### config.mk
export PLATFORM = sky130hd
export DESIGN_NAME = serial_to_parallel
export DESIGN_NICKNAME = d
export VERILOG_FILES = /design/src/rtl/serial_to_parallel_pkg.sv /design/src/rtl/serial_to_parallel.sv
export SDC_FILE = /design/constraint.sdc
export NUM_CORES = 1
export LEC_CHECK = 0
export CAP_MARGIN = 20
export CORE_MARGIN = 2
export CORE_UTILIZATION = 30
export DETAILED_ROUTE_END_ITERATION = 8
export HOLD_SLACK_MARGIN = 0.02
export SYNTH_ARGS = -nofsm -noshare
export SYNTH_HDL_FRONTEND = slang
export SYNTH_SLANG_ARGS = --single-unit
### constraint.sdc
create_clock -name clk -period 1.65 [get_ports clk]
set_clock_uncertainty 0.05 [all_clocks]
set_input_delay 0.165 -clock clk [delete_from_list [all_inputs] [get_ports clk]]
set_output_delay 0.165 -clock clk [all_outputs]
set_load 0.05 [all_outputs]
### src/rtl/serial_to_parallel_pkg.sv
// Shared constants and state encoding for the MRAM serial link
// (serialiser and deserialiser).
package serial_to_parallel_pkg;

    localparam int DATA_W_DEF = 16;
    localparam int CNT_W_DEF  = 5;

    typedef enum logic {
        ST_IDLE  = 1'b0,
        ST_SHIFT = 1'b1
    } s2p_state_e;

endpackage

### src/rtl/serial_to_parallel.sv
// Deserialiser: framed MSB-first bit stream -> DATA_W-bit words,
// with a one-cycle valid strobe and sticky framing/overrun flags.
module serial_to_parallel
    import serial_to_parallel_pkg::*;
#(
    parameter int DATA_W = DATA_W_DEF,
    parameter int CNT_W  = CNT_W_DEF
) (
    input  logic              clk,
    input  logic              rst,
    input  logic              en,
    input  logic              rx_start,
    input  logic              rx_valid,
    input  logic              data_in,
    input  logic              word_ack,
    input  logic              err_clr,
    output logic [DATA_W-1:0] data_out,
    output logic              data_valid,
    output logic              busy,
    output logic              frame_err,
    output logic              overrun
);

    localparam logic [CNT_W-1:0] LAST = CNT_W'(DATA_W - 1);

    s2p_state_e        state_q, state_d;
    // Only the low DATA_W-1 bits are ever kept; the final bit goes
    // straight into the output word.
    logic [DATA_W-2:0] shift_q, shift_d;
    logic [CNT_W-1:0]  cnt_q, cnt_d;
    logic [DATA_W-1:0] out_q, out_d;
    logic              valid_q, valid_d;
    logic              pend_q, pend_d;
    logic              ferr_q, ferr_d;
    logic              ovr_q, ovr_d;

    logic [DATA_W-1:0] word;
    logic              ferr_set;
    logic              ovr_set;
    logic              done;

    assign word = {shift_q, data_in};

    always_comb begin
        state_d  = state_q;
        shift_d  = shift_q;
        cnt_d    = cnt_q;
        out_d    = out_q;
        valid_d  = valid_q;
        pend_d   = pend_q;
        ferr_d   = ferr_q;
        ovr_d    = ovr_q;
        ferr_set = 1'b0;
        ovr_set  = 1'b0;
        done     = 1'b0;
        if (en) begin
            valid_d = 1'b0;
            if (rx_start) begin
                ferr_set = (state_q == ST_SHIFT);
                state_d  = ST_SHIFT;
                shift_d  = rx_valid ? (DATA_W-1)'(data_in) : '0;
                cnt_d    = rx_valid ? CNT_W'(1) : '0;
            end else if (state_q == ST_SHIFT && rx_valid) begin
                if (cnt_q == LAST) begin
                    done    = 1'b1;
                    out_d   = word;
                    valid_d = 1'b1;
                    cnt_d   = '0;
                    state_d = ST_IDLE;
                end else begin
                    shift_d = word[DATA_W-2:0];
                    cnt_d   = cnt_q + CNT_W'(1);
                end
            end
            // A completion wins over a same-cycle ack: the new word
            // is pending, and the ack only spares it an overrun.
            if (done) begin
                ovr_set = pend_q & ~word_ack;
                pend_d  = 1'b1;
            end else if (word_ack) begin
                pend_d  = 1'b0;
            end
            ferr_d = ferr_set | (ferr_q & ~err_clr);
            ovr_d  = ovr_set | (ovr_q & ~err_clr);
        end
    end

    always_ff @(posedge clk) begin
        if (rst) begin
            state_q <= ST_IDLE;
            shift_q <= '0;
            cnt_q   <= '0;
            out_q   <= '0;
            valid_q <= 1'b0;
            pend_q  <= 1'b0;
            ferr_q  <= 1'b0;
            ovr_q   <= 1'b0;
        end else begin
            state_q <= state_d;
            shift_q <= shift_d;
            cnt_q   <= cnt_d;
            out_q   <= out_d;
            valid_q <= valid_d;
            pend_q  <= pend_d;
            ferr_q  <= ferr_d;
            ovr_q   <= ovr_d;
        end
    end

    // A strobe that lands in a frozen cycle is held until en returns.
    assign data_valid = valid_q & en;
    assign data_out   = out_q;
    assign busy       = (state_q == ST_SHIFT);
    assign frame_err  = ferr_q;
    assign overrun    = ovr_q;

endmodule

==> flow_summary.toml <==
[critical_path]
cp.depth = 5
crit_chain = "ha_4 > buf_4 > and4b_1 > o311a_1 > a211oi_1"
cp_slowest_cell = "dfxtp_4"
critPathCaptureType = "flop"
reg2reg_from = "cnt_q[1]$_SDFFE_PP0P_"
start_kind = "flop"
cp_top_family = "compound AO/OA/AOI/OAI gates"
cp_max_fo = 4
reg2regPathDepth = 5
crit_buf_inv = 1
max_stage_delay_ns = 0.36
crit_start = "cnt_q[1]$_SDFFE_PP0P_"
cp.required_ns = 1.81
cp.arrival_ns = 1.72
critPathKind = "flop to flop"

[timing]
grt_setup_unrepaired = "no"
fmax_ghz = 0.644
tns_ns = 0
slew_headroom_pct = 80.3
slew_violations = 0
holdWs_ns = 0.407
finalCritPeriodShare_pct = 94.1
tightestPinTransition_ns = 0.293
hold_violations = 0
setup_viol = 0
min_period_ns = 1.55

[routing]
wire_per_inst_um = 13.0
firstDrtPassIters = 4
dr.first_iter.drc_count = 103
drc = 0
drt.antenna.violating_nets = 0
viasPerCell = 4.95
route.final.wire_length_mm = 4.08
dr_total_vias = 1553

[global_route]
overflow = 0
grt_start_max_net_pins = 18
grt_pass1_wl_mm = 6.99
first_global_vias = 1520
antenna_found_initial = 0
grtUsageTotal_pct = 13.8

[clock_tree]
ctsHtreeMaxLevel = 2
postCtsSetupBuffers = 0
worstSkewPairLatency_ns = 0.30
cts_resized = 0
clkSlewWorstSetupHoldPaths_ns = 0.08
cts_tree = "done"
clock_sinks = 41
cts_buffers = 5
cts_max_path_buffers = 2
clockRootBuffer = "clkbuf_8"
hold_buffers = 0

[synth]
ys_ff_latch = 41
synth.mux.area_fraction_pct = 9.34
synth-simple-area-share_pct = 20.5
ys_seq_area_share_pct = 46.4
synth_fa_ha_area_share_pct = 0.708
yosysWarnings = 0
syn_inst = 200
syn-num-nets = 209
synth-xor-area-share_pct = 0
synth-edff-count = 0
synth_compound_area_share_pct = 18.2
avgSynthCellArea_um2 = 8.84
synth_top_family_by_area = "simple AND/OR/NAND/NOR gates"
synthDistinctLibCells = 35
async_flop_share_pct = 0
synth_ff_type = "dfxtp_1"
syn_area_um2 = 1770

[floorplanning]
die_h_um = 80.8
io-pin-count = 28
coreArea_um2 = 5610
die_w_um = 80.8
dieArea_um2 = 6520
row_count = 27
start_util_pct = 31.5

[cells_and_area]
stdcell_count = 314
antenna_cells = 0
nNetsFinal = 250
drive_gt1_share_pct = 25.2
finalInstanceArea_um2 = 2360
final_cell_mix = "nand2_1 (49), buf_4 (41), dfxtp_1 (38)"
final_common_cell = "nand2_1"
area_growth_pct = 33.7

[hold_path]
hold_depth = 2
worstHoldStart = "pend_q$_SDFFE_PP0P_"
hp-class = "flop to flop"

[power]
ir_drop_mv = 0.321
p_leak_nw = 0.897
p_per_area_nw_per_um2 = 845
total_power_mw = 2.00

[status]
outcome = "completed"

[placement]
dp_hpwl_mm = 2.73
placed_area_um2 = 2200
gp_congestion = 0.805
dp_cells = 305
portBuffers = 27

[job]
drv_cap = 0
[metrics by stage]
| step | setup WS, ns | util, % |
|---|---|---|
| final | 0.0974 | 42.1 |
| after global routing | 0.000579 | 42.1 |
| after CTS | 0.0478 | 41.4 |
| after detailed placement | 0.0129 | 39.3 |
| after global placement | 0.0150 | 39.3 |
| after floorplan | 0.0168 | - |
[cell type report]
cell class / instances / area [um^2]
Clock buffer: 6 / 82.6
Clock inverter: 2 / 36.3
Fill cell: 604 / 3240
Inverter: 2 / 7.51
Multi-Input combinational cell: 140 / 875
Sequential cell: 41 / 830
Tap cell: 72 / 90.1
Timing Repair Buffer: 51 / 443
[worst reg2reg max path: stages (launching register included)]
cell	delay, ns
dfxtp_4	0.36
ha_4	0.17
buf_4	0.14
and4b_1	0.22
o311a_1	0.30
a211oi_1	0.22
[flip-flops by register name (all words and copies together), names as in the netlist]
register   count
overrun        1
shift_q       15
pend_q         1
data_out      16
valid_q        1
busy           1
cnt_q          5
frame_err      1
[report_power, final]
part	switching (mW)	internal [mW]	leakage, nW
registers	0.00754	0.994	0.332
clock network	0.364	0.493	0.0617
logic	0.0813	0.0582	0.503
[cells in the mapped netlist, types with 3 or more instances]
master | instances | area, um^2
a21oi_1 | 9 | 45.0
buf_2 | 4 | 20.0
clkbuf_1 | 10 | 37.5
dfxtp_1 | 41 | 821
mux2i_1 | 15 | 150
nand2_1 | 49 | 184
nand3_1 | 3 | 15.0
nand4_1 | 4 | 25.0
o211ai_1 | 14 | 105
o21ai_0 | 18 | 90.1
[cells by family (layout without fill, tap and decap cells)]
| kind of cell | after synthesis | after routing |
|---|---|---|
| buf+inv | 19 | 61 |
| flops | 41 | 41 |
| fa+ha+maj | 1 | 1 |
| compound gates | 51 | 51 |
| simple gates | 72 | 72 |
| mux | 16 | 16 |
[routing by layer]
layer  share of wire, %  GRT usage [%]  up-vias
li1                   -              -      790
met1                 52           18.4      724
met2                 42           20.6       33
met3                4.1           3.67        6
met4                1.5           6.95        0
met5                  0              0        -
[final timing paths]
kind | end | slack, ns
max reg2reg | cnt_q[0]$_SDFFE_PP0P_ | 0.1
min reg2reg | pend_q$_SDFFE_PP0P_ | 0.41
max | cnt_q[0]$_SDFFE_PP0P_ | 0.1
min | pend_q$_SDFFE_PP0P_ | 0.41
No activity file was read; power rests on OpenSTA's default activity.
